<file path="src/rtl/control_fsm_pkg.sv">
// Shared ISA definitions for the CR16-subset control unit: opcode/opext
// constants, condition codes, state encoding, mux encodings and the
// per-state control word decode.
package control_fsm_pkg;

  typedef enum logic [3:0] {
    ST_FETCH   = 4'd0,
    ST_LATCH   = 4'd1,
    ST_ALU_WB  = 4'd2,
    ST_LD_ADDR = 4'd3,
    ST_LD_WB   = 4'd4,
    ST_ST_WR   = 4'd5,
    ST_BR      = 4'd6,
    ST_JMP     = 4'd7,
    ST_JAL     = 4'd8
  } state_e;

  // Major opcodes (IR[15:12])
  localparam logic [3:0] OP_RTYPE   = 4'b0000;
  localparam logic [3:0] OP_ANDI    = 4'b0001;
  localparam logic [3:0] OP_ORI     = 4'b0010;
  localparam logic [3:0] OP_XORI    = 4'b0011;
  localparam logic [3:0] OP_SPECIAL = 4'b0100;
  localparam logic [3:0] OP_ADDI    = 4'b0101;
  localparam logic [3:0] OP_SUBI    = 4'b1001;
  localparam logic [3:0] OP_CMPI    = 4'b1011;
  localparam logic [3:0] OP_BCOND   = 4'b1100;
  localparam logic [3:0] OP_MOVI    = 4'b1101;
  localparam logic [3:0] OP_LUI     = 4'b1111;

  // Register-register opcode extensions (IR[7:4] when opcode is 0000)
  localparam logic [3:0] EXT_AND = 4'b0001;
  localparam logic [3:0] EXT_OR  = 4'b0010;
  localparam logic [3:0] EXT_XOR = 4'b0011;
  localparam logic [3:0] EXT_ADD = 4'b0101;
  localparam logic [3:0] EXT_SUB = 4'b1001;
  localparam logic [3:0] EXT_CMP = 4'b1011;
  localparam logic [3:0] EXT_MOV = 4'b1101;

  // Opcode extensions under opcode 0100
  localparam logic [3:0] EXT_LOAD  = 4'b0000;
  localparam logic [3:0] EXT_STOR  = 4'b0100;
  localparam logic [3:0] EXT_JAL   = 4'b1000;
  localparam logic [3:0] EXT_JCOND = 4'b1100;

  // Condition codes (IR[11:8])
  localparam logic [3:0] CC_EQ = 4'b0000;
  localparam logic [3:0] CC_NE = 4'b0001;
  localparam logic [3:0] CC_CS = 4'b0010;
  localparam logic [3:0] CC_CC = 4'b0011;
  localparam logic [3:0] CC_HI = 4'b0100;
  localparam logic [3:0] CC_LS = 4'b0101;
  localparam logic [3:0] CC_GT = 4'b0110;
  localparam logic [3:0] CC_LE = 4'b0111;
  localparam logic [3:0] CC_FS = 4'b1000;
  localparam logic [3:0] CC_FC = 4'b1001;
  localparam logic [3:0] CC_LO = 4'b1010;
  localparam logic [3:0] CC_HS = 4'b1011;
  localparam logic [3:0] CC_LT = 4'b1100;
  localparam logic [3:0] CC_GE = 4'b1101;
  localparam logic [3:0] CC_UC = 4'b1110;
  localparam logic [3:0] CC_NV = 4'b1111;

  // Flag bit positions in {N,Z,F,L,C}
  localparam int FLAG_N = 4;
  localparam int FLAG_Z = 3;
  localparam int FLAG_F = 2;
  localparam int FLAG_L = 1;
  localparam int FLAG_C = 0;

  // Write-data and ALU-A mux encodings
  localparam logic [1:0] WD_MEM     = 2'b00;
  localparam logic [1:0] WD_PC      = 2'b01;
  localparam logic [1:0] WD_ALU     = 2'b11;
  localparam logic [1:0] ALUA_RDEST = 2'b00;
  localparam logic [1:0] ALUA_PC    = 2'b01;

  // One registered control word; cond_en marks states whose pcen follows cond_true
  typedef struct packed {
    logic [3:0] opcode;
    logic [3:0] opext;
    logic [7:0] imm;
    logic       wa_s;
    logic       pc_s;
    logic       alub_s;
    logic       mem_s;
    logic [1:0] wd_s;
    logic [1:0] alua_s;
    logic       signext_sign;
    logic       pcen;
    logic       regwrite;
    logic       memwrite;
    logic       flagwrite;
    logic       cond_en;
  } ctrl_t;

  function automatic logic is_alu_ext(input logic [3:0] ext);
    case (ext)
      EXT_AND, EXT_OR, EXT_XOR, EXT_ADD, EXT_SUB, EXT_CMP, EXT_MOV: is_alu_ext = 1'b1;
      default: is_alu_ext = 1'b0;
    endcase
  endfunction

  function automatic logic is_imm_op(input logic [3:0] op);
    case (op)
      OP_ANDI, OP_ORI, OP_XORI, OP_ADDI, OP_SUBI, OP_CMPI, OP_MOVI, OP_LUI: is_imm_op = 1'b1;
      default: is_imm_op = 1'b0;
    endcase
  endfunction

  // Instruction class -> first execute state (FETCH means treated as NOP)
  function automatic state_e decode_next(input logic [15:0] ir);
    logic [3:0] op;
    logic [3:0] ext;
    op  = ir[15:12];
    ext = ir[7:4];
    decode_next = ST_FETCH;
    if (op == OP_RTYPE) begin
      decode_next = is_alu_ext(ext) ? ST_ALU_WB : ST_FETCH;
    end else if (is_imm_op(op)) begin
      decode_next = ST_ALU_WB;
    end else if (op == OP_BCOND) begin
      decode_next = ST_BR;
    end else if (op == OP_SPECIAL) begin
      case (ext)
        EXT_LOAD:  decode_next = ST_LD_ADDR;
        EXT_STOR:  decode_next = ST_ST_WR;
        EXT_JAL:   decode_next = ST_JAL;
        EXT_JCOND: decode_next = ST_JMP;
        default:   decode_next = ST_FETCH;
      endcase
    end else begin
      decode_next = ST_FETCH;
    end
  endfunction

  // Control word presented while in state st with instruction register ir
  function automatic ctrl_t ctrl_for(input state_e st, input logic [15:0] ir);
    logic [3:0] op;
    logic [3:0] ext;
    op  = ir[15:12];
    ext = ir[7:4];
    ctrl_for     = '0;
    ctrl_for.imm = ir[7:0];
    case (st)
      ST_FETCH: begin
        // PC <= PC + 1 through the ALU; independent of IR
        ctrl_for.alua_s = ALUA_PC;
        ctrl_for.alub_s = 1'b1;
        ctrl_for.imm    = 8'h01;
        ctrl_for.opcode = OP_ADDI;
        ctrl_for.opext  = 4'b0000;
        ctrl_for.pcen   = 1'b1;
      end
      ST_LATCH: begin
        ctrl_for.imm = ir[7:0];
      end
      ST_ALU_WB: begin
        ctrl_for.alua_s = ALUA_RDEST;
        ctrl_for.opcode = op;
        ctrl_for.opext  = ext;
        ctrl_for.alub_s = (op != OP_RTYPE);
        ctrl_for.signext_sign = (op == OP_ADDI) || (op == OP_SUBI) ||
                                (op == OP_CMPI) || (op == OP_MOVI);
        ctrl_for.wd_s = WD_ALU;
        ctrl_for.wa_s = 1'b1;
        if (op == OP_RTYPE) begin
          ctrl_for.regwrite  = (ext != EXT_CMP);
          ctrl_for.flagwrite = (ext == EXT_ADD) || (ext == EXT_SUB) || (ext == EXT_CMP);
        end else begin
          ctrl_for.regwrite  = (op != OP_CMPI);
          ctrl_for.flagwrite = (op == OP_ADDI) || (op == OP_SUBI) || (op == OP_CMPI);
        end
      end
      ST_LD_ADDR: begin
        ctrl_for.mem_s = 1'b1;
      end
      ST_LD_WB: begin
        ctrl_for.wd_s     = WD_MEM;
        ctrl_for.wa_s     = 1'b1;
        ctrl_for.regwrite = 1'b1;
      end
      ST_ST_WR: begin
        ctrl_for.mem_s    = 1'b1;
        ctrl_for.memwrite = 1'b1;
      end
      ST_BR: begin
        // PC already holds Bcond address + 1; add sign-extended displacement
        ctrl_for.alua_s       = ALUA_PC;
        ctrl_for.alub_s       = 1'b1;
        ctrl_for.imm          = ir[7:0];
        ctrl_for.signext_sign = 1'b1;
        ctrl_for.opcode       = OP_ADDI;
        ctrl_for.opext        = 4'b0000;
        ctrl_for.cond_en      = 1'b1;
      end
      ST_JMP: begin
        ctrl_for.pc_s    = 1'b1;
        ctrl_for.cond_en = 1'b1;
      end
      ST_JAL: begin
        // PC already holds the return address: link and jump in one cycle
        ctrl_for.wd_s     = WD_PC;
        ctrl_for.wa_s     = 1'b1;
        ctrl_for.regwrite = 1'b1;
        ctrl_for.pc_s     = 1'b1;
        ctrl_for.pcen     = 1'b1;
      end
      default: begin
        ctrl_for = '0;
      end
    endcase
  endfunction

endpackage

</file>
<file path="src/rtl/control_fsm_if.sv">
// Control-unit bus: memory read data and flags in, datapath/alucontrol
// control signals out.
interface control_fsm_if #(
  parameter int WIDTH   = 16,
  parameter int REGBITS = 4
);
  logic [WIDTH-1:0]   mem_out;
  logic [4:0]         flags;
  logic [3:0]         opcode;
  logic [3:0]         opext;
  logic [REGBITS-1:0] rdest_idx;
  logic [REGBITS-1:0] rsrc_idx;
  logic [7:0]         imm;
  logic               wa_s;
  logic               pc_s;
  logic               alub_s;
  logic               mem_s;
  logic [1:0]         wd_s;
  logic [1:0]         alua_s;
  logic               signext_sign;
  logic               pcen;
  logic               regwrite;
  logic               memwrite;
  logic               flagwrite;

  modport master (
    input  mem_out, flags,
    output opcode, opext, rdest_idx, rsrc_idx, imm, wa_s, pc_s, alub_s, mem_s,
           wd_s, alua_s, signext_sign, pcen, regwrite, memwrite, flagwrite
  );

  modport slave (
    output mem_out, flags,
    input  opcode, opext, rdest_idx, rsrc_idx, imm, wa_s, pc_s, alub_s, mem_s,
           wd_s, alua_s, signext_sign, pcen, regwrite, memwrite, flagwrite
  );
endinterface

</file>
<file path="src/rtl/control_fsm_cond_check.sv">
// Branch/jump condition evaluation against the {N,Z,F,L,C} flag register.
module cond_check
  import control_fsm_pkg::*;
(
  input  logic [3:0] cond,
  input  logic [4:0] flags,
  output logic       cond_true
);

  logic n_s, z_s, f_s, l_s, c_s;

  assign n_s = flags[FLAG_N];
  assign z_s = flags[FLAG_Z];
  assign f_s = flags[FLAG_F];
  assign l_s = flags[FLAG_L];
  assign c_s = flags[FLAG_C];

  // Map condition code to a single taken/not-taken bit
  always_comb begin
    cond_true = 1'b0;
    case (cond)
      CC_EQ:   cond_true = z_s;
      CC_NE:   cond_true = !z_s;
      CC_CS:   cond_true = c_s;
      CC_CC:   cond_true = !c_s;
      CC_HI:   cond_true = l_s;
      CC_LS:   cond_true = !l_s;
      CC_GT:   cond_true = n_s;
      CC_LE:   cond_true = !n_s;
      CC_FS:   cond_true = f_s;
      CC_FC:   cond_true = !f_s;
      CC_LO:   cond_true = !l_s && !z_s;
      CC_HS:   cond_true = l_s || z_s;
      CC_LT:   cond_true = !n_s && !z_s;
      CC_GE:   cond_true = n_s || z_s;
      CC_UC:   cond_true = 1'b1;
      CC_NV:   cond_true = 1'b0;
      default: cond_true = 1'b0;
    endcase
  end

endmodule

</file>
<file path="src/rtl/control_fsm.sv">
// Multicycle control unit for the CR16-subset CPU: fetch, latch/decode,
// execute/writeback sequencing with a registered control word.
module control_fsm
  import control_fsm_pkg::*;
#(
  parameter int WIDTH   = 16,
  parameter int REGBITS = 4
) (
  input  logic          clk50MHz,
  input  logic          reset,
  control_fsm_if.master bus
);

  state_e           state_r;
  logic [WIDTH-1:0] ir_r;
  ctrl_t            ctrl_r;
  ctrl_t            out_s;
  state_e           latch_next_s;
  logic             cond_true_s;

  // Decode of the word being latched decides the first execute state
  assign latch_next_s = decode_next(bus.mem_out[15:0]);

  cond_check u_cond_check (
    .cond      (ir_r[11:8]),
    .flags     (bus.flags),
    .cond_true (cond_true_s)
  );

  // State, IR and next-state control word; synchronous active-low reset
  always_ff @(posedge clk50MHz) begin
    if (!reset) begin
      state_r <= ST_FETCH;
      ir_r    <= '0;
      ctrl_r  <= ctrl_for(ST_FETCH, 16'h0000);
    end else begin
      case (state_r)
        ST_FETCH: begin
          state_r <= ST_LATCH;
          ctrl_r  <= ctrl_for(ST_LATCH, ir_r[15:0]);
        end
        ST_LATCH: begin
          ir_r    <= bus.mem_out;
          state_r <= latch_next_s;
          ctrl_r  <= ctrl_for(latch_next_s, bus.mem_out[15:0]);
        end
        ST_LD_ADDR: begin
          state_r <= ST_LD_WB;
          ctrl_r  <= ctrl_for(ST_LD_WB, ir_r[15:0]);
        end
        default: begin
          state_r <= ST_FETCH;
          ctrl_r  <= ctrl_for(ST_FETCH, ir_r[15:0]);
        end
      endcase
    end
  end

  // Hold every select and enable at zero while reset is asserted
  always_comb begin
    if (reset) begin
      out_s = ctrl_r;
    end else begin
      out_s = '0;
    end
  end

  assign bus.opcode       = out_s.opcode;
  assign bus.opext        = out_s.opext;
  assign bus.imm          = out_s.imm;
  assign bus.wa_s         = out_s.wa_s;
  assign bus.pc_s         = out_s.pc_s;
  assign bus.alub_s       = out_s.alub_s;
  assign bus.mem_s        = out_s.mem_s;
  assign bus.wd_s         = out_s.wd_s;
  assign bus.alua_s       = out_s.alua_s;
  assign bus.signext_sign = out_s.signext_sign;
  assign bus.regwrite     = out_s.regwrite;
  assign bus.memwrite     = out_s.memwrite;
  assign bus.flagwrite    = out_s.flagwrite;
  // Branch/jump enables follow the live flags in BR/JMP
  assign bus.pcen         = out_s.pcen | (out_s.cond_en & cond_true_s);
  assign bus.rdest_idx    = ir_r[8 +: REGBITS];
  assign bus.rsrc_idx     = ir_r[0 +: REGBITS];

endmodule

</file>
<file path="src/flat_wrapper.sv">
// flat-port wrapper written by rule: the top's interface ports become plain ports
module control_fsm_flat import control_fsm_pkg::*;
#(
  parameter int WIDTH   = 16,
  parameter int REGBITS = 4
)
  (clk50MHz, reset, bus_mem_out, bus_flags, bus_opcode, bus_opext, bus_rdest_idx, bus_rsrc_idx, bus_imm, bus_wa_s, bus_pc_s, bus_alub_s, bus_mem_s, bus_wd_s, bus_alua_s, bus_signext_sign, bus_pcen, bus_regwrite, bus_memwrite, bus_flagwrite);
  control_fsm_if #(.WIDTH(WIDTH), .REGBITS(REGBITS)) bus_i ();
  input  logic clk50MHz;
  input  logic reset;
  input wire logic [$bits(bus_i.mem_out)-1:0] bus_mem_out;
  input wire logic [$bits(bus_i.flags)-1:0] bus_flags;
  output wire logic [$bits(bus_i.opcode)-1:0] bus_opcode;
  output wire logic [$bits(bus_i.opext)-1:0] bus_opext;
  output wire logic [$bits(bus_i.rdest_idx)-1:0] bus_rdest_idx;
  output wire logic [$bits(bus_i.rsrc_idx)-1:0] bus_rsrc_idx;
  output wire logic [$bits(bus_i.imm)-1:0] bus_imm;
  output wire logic [$bits(bus_i.wa_s)-1:0] bus_wa_s;
  output wire logic [$bits(bus_i.pc_s)-1:0] bus_pc_s;
  output wire logic [$bits(bus_i.alub_s)-1:0] bus_alub_s;
  output wire logic [$bits(bus_i.mem_s)-1:0] bus_mem_s;
  output wire logic [$bits(bus_i.wd_s)-1:0] bus_wd_s;
  output wire logic [$bits(bus_i.alua_s)-1:0] bus_alua_s;
  output wire logic [$bits(bus_i.signext_sign)-1:0] bus_signext_sign;
  output wire logic [$bits(bus_i.pcen)-1:0] bus_pcen;
  output wire logic [$bits(bus_i.regwrite)-1:0] bus_regwrite;
  output wire logic [$bits(bus_i.memwrite)-1:0] bus_memwrite;
  output wire logic [$bits(bus_i.flagwrite)-1:0] bus_flagwrite;
  assign bus_i.mem_out = bus_mem_out;
  assign bus_i.flags = bus_flags;
  assign bus_opcode = bus_i.opcode;
  assign bus_opext = bus_i.opext;
  assign bus_rdest_idx = bus_i.rdest_idx;
  assign bus_rsrc_idx = bus_i.rsrc_idx;
  assign bus_imm = bus_i.imm;
  assign bus_wa_s = bus_i.wa_s;
  assign bus_pc_s = bus_i.pc_s;
  assign bus_alub_s = bus_i.alub_s;
  assign bus_mem_s = bus_i.mem_s;
  assign bus_wd_s = bus_i.wd_s;
  assign bus_alua_s = bus_i.alua_s;
  assign bus_signext_sign = bus_i.signext_sign;
  assign bus_pcen = bus_i.pcen;
  assign bus_regwrite = bus_i.regwrite;
  assign bus_memwrite = bus_i.memwrite;
  assign bus_flagwrite = bus_i.flagwrite;
  control_fsm #(.WIDTH(WIDTH), .REGBITS(REGBITS)) u_core (.clk50MHz(clk50MHz), .reset(reset), .bus(bus_i));
endmodule
</file>
<file path="config.mk">
export PLATFORM = sky130hd
export DESIGN_NAME = control_fsm_flat
export DESIGN_NICKNAME = d
export VERILOG_FILES = /design/src/rtl/control_fsm_pkg.sv /design/src/rtl/control_fsm_if.sv /design/src/rtl/control_fsm_cond_check.sv /design/src/rtl/control_fsm.sv /design/src/flat_wrapper.sv
export SDC_FILE = /design/constraint.sdc
export NUM_CORES = 1
export LEC_CHECK = 0
export BUFFER_PORTS_ARGS = -buffer_cell sky130_fd_sc_hd__buf_2
export CORE_MARGIN = 4
export CORE_UTILIZATION = 40
export CTS_BUF_LIST = sky130_fd_sc_hd__clkbuf_4 sky130_fd_sc_hd__clkbuf_8
export DETAILED_ROUTE_END_ITERATION = 10
export SLEW_MARGIN = 20
export SYNTH_ARGS = -nofsm -noshare
export SYNTH_HDL_FRONTEND = slang
export SYNTH_SLANG_ARGS = --single-unit
</file>
<file path="constraint.sdc">
create_clock -name clk50MHz -period 2.05 [get_ports clk50MHz]
set_input_delay 0.205 -clock clk50MHz [delete_from_list [all_inputs] [get_ports clk50MHz]]
set_output_delay 0.205 -clock clk50MHz [all_outputs]
set_load 0.02 [all_outputs]
</file>
---- Word level (Yosys, flattened, before mapping) ----
Memory sizes are Yosys's and may differ from the RTL's.
Index checks and enable logic that the tools add are counted.
cells by class
  eq/ne operators ......................... 43
  mux-type cells .......................... 29
  bitwise gates (word level) .............. 2
  reductions and logical operators ........ 29
operator list
  kind                  number
  $pmux W30 S3          1
  $eq A4 B4 Y1 const B  18
  $eq A4 B3 Y1 const B  12
  $pmux W8 S2           2
  $mux W30              1
  $eq A4 B2 Y1 const B  7
  $logic_not A4 Y1      5
  $eq A4 B1 Y1 const B  4
  $mux W4               4
  $pmux W1 S16          1
  $pmux W4 S4           1
  $mux W1               13
  $pmux W4 S3           1
  $reduce_or A2 Y1      6
  $ne A4 B4 Y1 const B  2
  $reduce_or A8 Y1      1
  $logic_or A1 B1 Y1    7
  $reduce_or A7 Y1      1
  $pmux W1 S2           3
  $logic_not A1 Y1      5
  $pmux W2 S2           1
  $reduce_bool A4 Y1    1
  $reduce_or A3 Y1      1
  $logic_and A1 B1 Y1   2
  3 further kinds       3
word-level totals
  bits of input ports ..................... 23
  memory bits (read-only) ................. 16
  memories ................................ 1
  output and inout port bits .............. 37
  logic and storage cells ................. 121
  register bits after elaboration ......... 46
memories
  name             depth  width  read ports  clocked after memory_dff  write ports  RTL line                RTL
  (no name shown)  16     1      1           0                         0            control_fsm_pkg.sv:105  case (op)

---- Longest topological paths before layout ----
  word-level depth ........................ 10
  gate-level depth with buffers ........... 6
  mapped depth without buffers ............ 4

---- Hierarchy ----
Synthesis repeated with hierarchy kept, for this count alone.
unflattened totals
  cells, all modules ...................... 270
  area, all modules ....................... 2227.1 µm²
by module, submodules not included
  module       seq. area each (µm²)  times used  cells an instance  area each (µm²)
  control_fsm  900.9                 1           247                2043.2
  cond_check   0.0                   1           23                 183.9

---- Worst setup path before layout ----
OpenSTA, ideal clock, no wires.
  path type ............................... flip-flop to output port
  from .................................... reg u_core.ir_r[10]
  to ...................................... out bus_pcen
  path buffers ............................ 0
  cell stages (with the launch flop) ...... 5
  data arrival time ....................... 1.391 ns
  slack ................................... 0.454 ns
  required time ........................... 1.845 ns
  cells stage by stage .................... dfxtp_1 -> mux2_2 -> a311oi_1 -> a21oi_1 -> nand3b_1
between the ends
  longest elaborated chain between the ends .. 4
  elaborated cells on any way between the ends .. 19
  those cells by class .................... 15 x eq/ne; 1 x mux; 2 x bitwise; 1 x reduce/logical
ends and longest elaborated chain
  what                                  RTL line                      RTL
  start, declared                       control_fsm.sv:15             logic [WIDTH-1:0] ir_r;
  start signal, assigned                control_fsm.sv:43             ir_r <= bus.mem_out;
  $eq A4 B4 Y1 (tied with other cells)  control_fsm_cond_check.sv:21  case (cond)
  $pmux W1 S16 (*)                      control_fsm_cond_check.sv:21
  $and A1 B1 Y1 (*)                     control_fsm.sv:82             assign bus.pcen = out_s.pcen | (out_s.cond_en & cond_true_s);
  $or A1 B1 Y1 (*)                      control_fsm.sv:82
  end, declared                         flat_wrapper.sv:25            output wire logic [$bits(bus_i.pcen)-1:0] bus_pcen;
Mark *: on every way between the ends. The rest lies on a longest branch, timed or not.

---- Final worst setup path ----
Ends and elaborated chain as after synthesis.

==> impl_summary.md <==
Clocking
The maximum clock insertion buffer count is 2. The clock sink total is 45. The insertion delay of the later-clocked pin in the worst-skew pair is 0.30 ns. After clock tree synthesis, the clock-pin slew on the worst setup and hold paths is 0.08 ns. The count of cells resized by post-cts repair is 1. TritonCTS built the clock tree.

The number of buffers created by CTS is 5. The H-tree was split into 2 levels. Once the clock tree was built, the setup fixing pass inserted 0 buffers.

The number of hold buffers added after CTS is 0. The clock root buffer is sky130_fd_sc_hd__clkbuf_8.

Synthesis
The number of nets in the synthesized netlist is 265. The number of distinct library cells after synthesis is 53. The mean instance size in the synthesized netlist is 9.172 um2. In the synthesized netlist, mux cells make up 1.015% of the area. The gate count of the mapped netlist is 242. The fraction of post-synthesis cell area in the top cell type by area is 40.59%. The main combinational cell family by area after synthesis is simple AND/OR/NAND/NOR gates. The synthesized netlist devotes 17.19% of its cell area to compound gates. After synthesis the cells add up to 2220 um2. Sorting the synthesized cells by area gives the leading types as sky130_fd_sc_hd__dfxtp_1 (41%), sky130_fd_sc_hd__and2_1 (9.3%), sky130_fd_sc_hd__nand2_1 (4.7%). Yosys printed 0 warnings. The cell type contributing the most total cell area after synthesis is sky130_fd_sc_hd__dfxtp_1. The number of synthesized flops with an enable pin is 0.

Counting flops with an async set or reset pin after synthesis yields a share of 0%. The share of synthesized cell area in and, or, nand and nor gates is 32.07%. The share of synthesized area occupied by flip-flops and latches is 40.59%.

After Yosys synthesis, XOR and XNOR cells account for 0% of the synthesized area. The commonest register cell after synthesis is sky130_fd_sc_hd__dfxtp_1. The number of flip-flops and latches in the synthesized netlist is 45. The synthesized netlist devotes 0% of its cell area to adder and majority cells.

Final layout
Leaving out fill and tap cells, the most frequent cells in the layout are sky130_fd_sc_hd__buf_2 (58), sky130_fd_sc_hd__dfxtp_1 (44), sky130_fd_sc_hd__and2_1 (33), sky130_fd_sc_hd__nand2_1 (28), sky130_fd_sc_hd__a21boi_0 (9). The share of cells above drive strength 1 is 32.99%. The final-stage net count is 313. The number of antenna repair diodes is 0. The area growth from synthesis to layout is 15.73%. The most common library cell in the layout ignoring fill and taps is sky130_fd_sc_hd__buf_2.

Power
The analysis attributes to cell leakage a power of 1.117 nW. The maximum ir drop on the vdd rail is 0.3701 mV. Dividing total power by cell area gives a power density of 724.4 nW/um2.

Hold path
The worst hold path was traced through 3 stages. The classification of the worst-slack hold path is in -> reg.

Drt
The routed wire length per instance is 13.83 um. The violation count after the first detailed-route iteration is 97. The total wire length is 4992 um. The via total after detailed routing is 1792. The final antenna-violating net count is 0. After detailed routing, the number of remaining DRC violations is 0. The per-cell via count in the routed design is 4.964. The length of the first detailed-routing pass in iterations is 4.

STA
Final hold analysis gives a worst-case slack of 0.1406 ns. The count of final max-slew check failures is 0. Setup violations remaining at the end of the flow were counted as 0.

The setup total negative slack is 0 ns. Clock skew on the completed layout was measured at 0.004595 ns. The total count of hold-check failures in the final report is 0. For the finished layout, the period the worst path requires is 1.948 ns.

The maximum clock rate is 513.2 MHz. The ratio of final minimum period to clock period is 95.04%.

Worst setup path
The path type of the worst setup path is reg -> out. The worst setup path is captured at an output pin. For the worst setup path, the data required time is 1.85 ns.

Counting cells, the worst reg-to-reg path comes to 4. The setup slack of the worst register-to-register path is 0.48 ns. The arrival time at the worst endpoint is 1.74 ns.

The critical path launch point type is a register. The maximum fanout encountered on the critical timing path is 7.

Die
The full die area is 6805 um2. The die is 82.49 um wide. For this design the top-level I/O count stands at 60. For this configuration, the core starts out at a cell density of 42.38%. The overall die height is 82.49 um. In this run the core area contains 26 standard-cell rows. The core region is 5238 um2.

Job
Across the run, the number of max-cap violations was 0.

Placed design
During placement, the flow inserted port buffers numbering 58. The sum of net half-perimeters after detailed placement is 3616 um. At the end of routability-driven placement, the weighted congestion stood at 0.7692.

Global route
The total global-route track usage is 15.77%. The via count of the first global-routing pass was 1813. The overall overflow remaining after global route is 0. The first global-routing pass estimated 8369 um of wire.

The number of antenna violations at the first check in global routing was 0. Entering global routing, the biggest net connects 19 pins.

Status
The run finished with clean final reports.
worst max-delay path, cell delays in order, from the launching register on:
cell and delay [ns]:
sky130_fd_sc_hd__dfxtp_2 0.39, sky130_fd_sc_hd__mux2_2 0.36, sky130_fd_sc_hd__a311oi_2 0.30, sky130_fd_sc_hd__a21oi_1 0.09, sky130_fd_sc_hd__nand3b_1 0.15, sky130_fd_sc_hd__buf_2 0.16
worst paths after layout:
check,startpoint,to
min,bus_mem_out[10],u_core.ir_r[10]
max,u_core.ir_r[10],bus_pcen
min reg2reg,u_core.ir_r[7],u_core.ir_r[7]
max reg2reg,u_core.state_r[1],u_core.ctrl_r[28]
per-layer routing:
| layer | share of wire [%] | track usage (%) | vias up | wire [um] |
|---|---|---|---|---|
| li1 | - | - | 928 | - |
| met1 | 48 | 20.60 | 818 | 2411 |
| met2 | 45 | 25.24 | 39 | 2245 |
| met3 | 5.2 | 3.471 | 7 | 258 |
| met4 | 1.5 | 6.209 | 0 | 76 |
| met5 | 0 | 0 | - | 0 |
cells in the mapped netlist (all sizes together), types with 6 or more instances:
cell type	n
a32o	7
and2	35
buf	19
dfxtp	45
nand3	7
nand2	28
nor3b	8
o21ai	8
a21boi	9
clkbuf	6
nor2	8
registers in the layout, indices dropped and copies added (netlist names):
register	count
u_core.state_r	4
u_core.ir_r	12
u_core.ctrl_r	29
report_power, final:
| group | switching [mW] | total, mW | internal, mW |
|---|---|---|---|
| clock | 0.292 | 0.560 | 0.268 |
| sequential | 0.0253 | 0.953 | 0.928 |
| combinational | 0.212 | 0.348 | 0.136 |
| total | 0.529 | 1.86 | 1.33 |
area by class of cell:
cell class | instances | area, um2
Multi-Input combinational cell | 169 | 1126
Inverter | 3 | 11.26
Fill cell | 539 | 2669
Clock inverter | 1 | 7.507
Sequential cell | 45 | 902.1
Clock buffer | 7 | 83.83
Tap cell | 70 | 87.58
Timing Repair Buffer | 66 | 350.3
stage by stage:
stage / utilization, % / total power [mW] / std cells / worst slack, ns / area [um2]
after floorplan: - / 1.235 / 242 / 0.4536 / 2220
after global placement: 47.16 / 1.321 / 353 / 0.3704 / 2470
after detailed placement: 47.16 / 1.322 / 353 / 0.3154 / 2470
after CTS: 48.93 / 1.883 / 361 / 0.04966 / 2562
after global routing: 49.04 / 1.954 / 361 / -0.005715 / 2569
final: 49.04 / 1.861 / 361 / 0.1016 / 2569
kinds of logic (layout without fill, tap and decap cells):
| group | after synthesis | after routing |
|---|---|---|
| AOI/OAI and AO/OA | 49 | 49 |
| buffers and inverters | 28 | 77 |
| DFF | 45 | 45 |
| muxes | 2 | 2 |
| other | 1 | 1 |
| and+or+nand+nor | 117 | 117 |
(Power assumes the default switching activity.)
